<file path="src/rtl/uart_tx_arbiter.sv">
// Four-way round-robin arbiter feeding one shared UART transmitter.
// A granted requester keeps the transmitter locked until its packet ends
// or its request stays low for LOCK_TIMEOUT cycles.
module uart_tx_arbiter #(
  parameter int DATA_WIDTH   = 8,
  parameter int LOCK_TIMEOUT = 1023
) (
  input  logic                    clk,
  input  logic                    reset,
  input  logic [3:0]              req,
  input  logic [3:0]              last,
  input  logic [4*DATA_WIDTH-1:0] data_in,
  input  logic                    tx_busy,
  output logic [3:0]              ack,
  output logic [3:0]              grant,
  output logic                    tx_start,
  output logic [DATA_WIDTH-1:0]   tx_data,
  output logic                    idle
);

  localparam int CW = $clog2(LOCK_TIMEOUT + 1);

  typedef enum logic [1:0] {IDLE, LOAD, START_WAIT, DONE_WAIT} state_t;

  state_t                  state, state_nx;
  logic [1:0]              ptr, ptr_nx;
  logic [1:0]              owner, owner_nx;
  logic [CW-1:0]           cnt, cnt_nx;
  logic                    last_flag, last_flag_nx;
  logic [3:0]              grant_nx, ack_nx;
  logic                    tx_start_nx;
  logic [DATA_WIDTH-1:0]   tx_data_nx;
  logic [1:0]              rr_pick;
  logic                    rr_hit;

  assign idle = (state == IDLE);

  // First requesting index after the most recent owner, wrapping mod 4.
  always_comb begin
    rr_pick = ptr;
    rr_hit  = 1'b0;
    for (int unsigned k = 1; k <= 4; k++) begin
      if (!rr_hit && req[2'(ptr + k)]) begin
        rr_pick = 2'(ptr + k);
        rr_hit  = 1'b1;
      end
    end
  end

  // Next-state and registered-output logic for the packet-lock FSM.
  always_comb begin
    state_nx     = state;
    grant_nx     = grant;
    ack_nx       = '0;
    tx_start_nx  = 1'b0;
    tx_data_nx   = tx_data;
    ptr_nx       = ptr;
    owner_nx     = owner;
    cnt_nx       = '0;
    last_flag_nx = last_flag;
    case (state)
      IDLE: begin
        if (rr_hit) begin
          owner_nx = rr_pick;
          grant_nx = 4'b0001 << rr_pick;
          state_nx = LOAD;
        end
      end
      LOAD: begin
        if (req[owner] && !tx_busy) begin
          tx_data_nx         = data_in[owner*DATA_WIDTH +: DATA_WIDTH];
          tx_start_nx        = 1'b1;
          ack_nx[owner]      = 1'b1;
          last_flag_nx       = last[owner];
          state_nx           = START_WAIT;
        end else if (!req[owner] && !tx_busy) begin
          // Release lands on the edge that ends the LOCK_TIMEOUT-th idle cycle.
          if (cnt == CW'(LOCK_TIMEOUT - 1)) begin
            grant_nx = '0;
            ptr_nx   = owner;
            state_nx = IDLE;
          end else begin
            cnt_nx = cnt + 1'b1;
          end
        end
      end
      START_WAIT: begin
        if (tx_busy) state_nx = DONE_WAIT;
      end
      DONE_WAIT: begin
        if (!tx_busy) begin
          if (last_flag) begin
            grant_nx = '0;
            ptr_nx   = owner;
            state_nx = IDLE;
          end else begin
            state_nx = LOAD;
          end
        end
      end
      default: state_nx = IDLE;
    endcase
  end

  // State and output registers with synchronous reset.
  always_ff @(posedge clk) begin
    if (reset) begin
      state     <= IDLE;
      grant     <= '0;
      ack       <= '0;
      tx_start  <= 1'b0;
      tx_data   <= '0;
      ptr       <= 2'd3;
      owner     <= '0;
      cnt       <= '0;
      last_flag <= 1'b0;
    end else begin
      state     <= state_nx;
      grant     <= grant_nx;
      ack       <= ack_nx;
      tx_start  <= tx_start_nx;
      tx_data   <= tx_data_nx;
      ptr       <= ptr_nx;
      owner     <= owner_nx;
      cnt       <= cnt_nx;
      last_flag <= last_flag_nx;
    end
  end

endmodule

</file>
<file path="config.mk">
export PLATFORM = sky130hd
export DESIGN_NAME = uart_tx_arbiter
export DESIGN_NICKNAME = d
export VERILOG_FILES = /design/src/rtl/uart_tx_arbiter.sv
export SDC_FILE = /design/constraint.sdc
export NUM_CORES = 1
export LEC_CHECK = 0
export CAP_MARGIN = 20
export CORE_MARGIN = 2
export CORE_UTILIZATION = 35
export CTS_BUF_LIST = sky130_fd_sc_hd__clkbuf_2 sky130_fd_sc_hd__clkbuf_4 sky130_fd_sc_hd__clkbuf_8
export DETAILED_ROUTE_END_ITERATION = 10
export PLACE_DENSITY = 0.62
export SLEW_MARGIN = 10
export SYNTH_ARGS = -nofsm -noshare
export SYNTH_HDL_FRONTEND = slang
export SYNTH_SLANG_ARGS = --single-unit
</file>
<file path="constraint.sdc">
create_clock -name clk -period 3.2 [get_ports clk]
set_input_delay 0.64 -clock clk [delete_from_list [all_inputs] [get_ports clk]]
set_output_delay 0.64 -clock clk [all_outputs]
set_load 0.01 [all_outputs]
</file>
==> metrics.log <==
[metrics] setup repair bufs after CTS: 0
[metrics] Setup Skew: 3.715 ps
[metrics] part of the total power dissipated in sequential elements: 45.9%
[metrics] leak pwr: around 0.00094 uW
[metrics] crit path max fanout: 5
[metrics] Crit path required time: 3420 ps
[metrics] count of state elements after synthesis: 34
[metrics] max-slew violation count: 0
[metrics] WP data arrival: approximately 2500 ps
[metrics] critical path start-end classification: in -> reg
[metrics] path type of the worst min-delay path: reg -> reg
[metrics] worst hold path cell count: 1
[metrics] ant diodes: 0
[metrics] net switching power: 235.5 uW
[metrics] DRT iter0 DRCs: 39
[metrics] highest attainable clock frequency: 442.1 MHz
[metrics] CTS tree: yes
[metrics] proportion of total power due to net switching: 24.17%
[metrics] unrepaired setup endpoints after global routing: false
[metrics] Relative slew margins: 72.57%
[metrics] Clock Latency Late Sink: around 280 ps
[metrics] most frequent cells in the layout: 60 x clkdlybuf4s50_1, 34 x dfxtp_1, 30 x nor2_1, 14 x mux2i_1, 10 x mux4_2
[metrics] CTS Hold Bufs: 0
[metrics] fill count: 474
[metrics] remaining antenna violation count after routing: 0
[metrics] sequential-to-total area share from yosys stat: 39.31%
[metrics] number of antenna violations at the first check in global routing: 0
[metrics] count of distinct cell types in the synthesized netlist: 46
[metrics] cell types with the largest area share after synthesis: dfxtp_1 39%, mux4_2 13%, mux2i_1 8.1%
[metrics] per-instance average area after synthesis: just over 10 um^2
[metrics] synthesized instance count: 172
[metrics] Overall Power: between 900 and 1000 uW
[metrics] # nets final: 277
[metrics] ratio of final minimum period to clock period: a little over two thirds
[metrics] Cell Int Power: 739.1 uW
[metrics] outcome: complete, no violations
[metrics] Residual DRC: 0
[metrics] area of the multi-input gates: roughly 980 um^2
[metrics] power per cell area: 392.4 mW/mm^2
[metrics] HPWL after detailed placement: 2956 um
[metrics] clock root buffer master: clkbuf_8
[metrics] setup slack of the worst register-to-register path: 1410 ps
[metrics] Vias per Instance: around 4.9
[metrics] Die Outline Area: 0.005526 mm^2
[metrics] Post-synth EDFFs: 0
[metrics] maximum number of pins on one net before global-route repair: 25
[metrics] H-tree levels: 2
[metrics] layout cells sized above 1: 12.02%
[metrics] predominant post-synthesis flop cell: dfxtp_1
[metrics] Die Wd: 74.34 um
[metrics] Die Y: roughly 74 um
[metrics] post-CTS resize count: 0
[metrics] proportion of register bits with asynchronous set or reset after synthesis: 0%
[metrics] logic depth of the worst register-to-register path: 4
[metrics] clock slew at the register clock pins of the worst setup and hold paths: 70 ps
[metrics] total of warnings raised by yosys: 0
[metrics] # IOs: 61
[metrics] final hold vios: 0
[metrics] total wire length: 3876 um
[metrics] Critical Path End Type: flip-flop
[metrics] floorplan row count: 25
[metrics] global-route wire length before repair: around 6200 um
[metrics] area taken by flip-flops and latches: 680.7 um^2
[metrics] number of failing setup endpoints in the final timing report: 0
[metrics] vias in the first global route: 1384
[metrics] Num CTS Buffers: 5
[metrics] Inst Count DP: 292
[metrics] accumulated negative setup slack: 0 ps
[metrics] number of buffers between clock root and the deepest sink: 2
[metrics] clock sink total: 34
[metrics] IO buf count: 60
[metrics] netlist area before placement: 0.001732 mm^2
[metrics] Startpoint Class: input port
[metrics] routed len/inst: 12.92 um
[metrics] measured slew at the worst slew-check pin: 409.6 ps
[metrics] portion of total power attributed to the clock network: 34.4%
[metrics] nets in the synthesized netlist: 217
[metrics] portion of total power attributed to combinational logic: around a fifth
[metrics] most frequent standard cell in the layout excluding fill and tap cells: clkdlybuf4s50_1
[metrics] initial core utilization: 36.42%
[metrics] signed area change from the synthesized netlist to the final layout: 43.42%
[metrics] area fraction of the dominant cell type after synthesis: 39.31%
[metrics] routed vias: 1473
[metrics] remaining global-route overflow: 0
[metrics] Synth area leader: dfxtp_1
[metrics] Post-Layout Cell Count: 300
[metrics] max capacitance violation total: 0
[metrics] detailed-router iteration count before antenna repair: 4
[metrics] placeable core region: 0.004755 mm^2
[metrics] Peak supply drop: approximately 160 uV
[metrics] GRT Util Overall: between 10% and 20%
[metrics] post-layout min period: 2262 ps
[metrics] gpl congestion: 0.7568
[sequential cells by signal, indices dropped and copies added (netlist names), named ones only]
signal / cells
ack: 4
tx_start: 1
tx_data: 8
cnt: 10
grant: 4
ptr: 2
state: 1
owner: 2
last_flag: 1
[path summary, 6_finish.rpt]
check             end  startpoint
max          grant[3]      req[1]
min            cnt[0]      cnt[0]
max reg2reg    cnt[7]    owner[1]
min reg2reg    cnt[0]      cnt[0]
[cell usage after synthesis, types with 2 or more instances]
cell / instances
xor2_1: 2
o31ai_1: 2
nor4b_2: 2
mux2i_1: 14
dfxtp_1: 34
or3_1: 2
clkbuf_1: 6
buf_4: 2
mux4_2: 10
nand2_1: 6
nor2_1: 30
inv_1: 3
nor3_1: 4
a21oi_1: 7
xnor2_1: 4
nor4_1: 3
a211oi_1: 2
ha_1: 2
nand2b_1: 5
nand3_1: 5
o211ai_1: 2
[stage by stage]
step	hold WS, ps	setup WS (ps)	instance area [um^2]	utilization (%)
final	464.7	938.1	2484	52.24
after global placement	444.8	664.3	2389	50.24
after floorplan	429.7	1265	1732	-
after global routing	520.6	806.4	2484	52.24
after detailed placement	451.5	648.0	2389	50.24
after CTS	467.5	943.7	2484	52.24
[power groups by stage]
stage	clock network (uW)	logic [uW]	registers, uW
final	335	192	448
after global routing	369	210	450
after CTS	347	196	448
after detailed placement	0	195	457
after global placement	0	194	458
after floorplan	0	103	458
[cell type report]
class	instances	share of cell area, %
Clock buffer	7	3.627
Sequential cell	34	27.41
Tap cell	67	3.375
Multi-Input combinational cell	124	39.55
Clock inverter	1	0.2015
Timing Repair Buffer	64	25.39
Inverter	3	0.4534
[layer usage]
metal  share of wire [%]  GRT usage (%)  up-vias  wire (um)
met3                 2.6          2.981        7        100
li1                    -              -      759          -
met5                   0              0        -          0
met4                 1.6          7.143        0         61
met1                  45          19.14      679       1740
met2                  51          24.90       28       1973
[kinds of logic (layout without fill, tap and decap cells)]
logic type,after synthesis,count (layout),synth area share [%]
and+or+nand+nor,69,69,21.32
xor gates and xnor gates,6,6,3.035
AOI/OAI and AO/OA,22,22,9.176
muxes,25,25,21.75
buffers and inverters,14,75,3.973
adders and majority gates,2,2,1.445
DFF,34,34,39.31
[critical path, stage by stage]
cell	delay (ps)
clkdlybuf4s50_1	470
or4_1	600
a21oi_1	290
a21boi_1	280
mux2i_1	200
(Power assumes the default switching activity.)
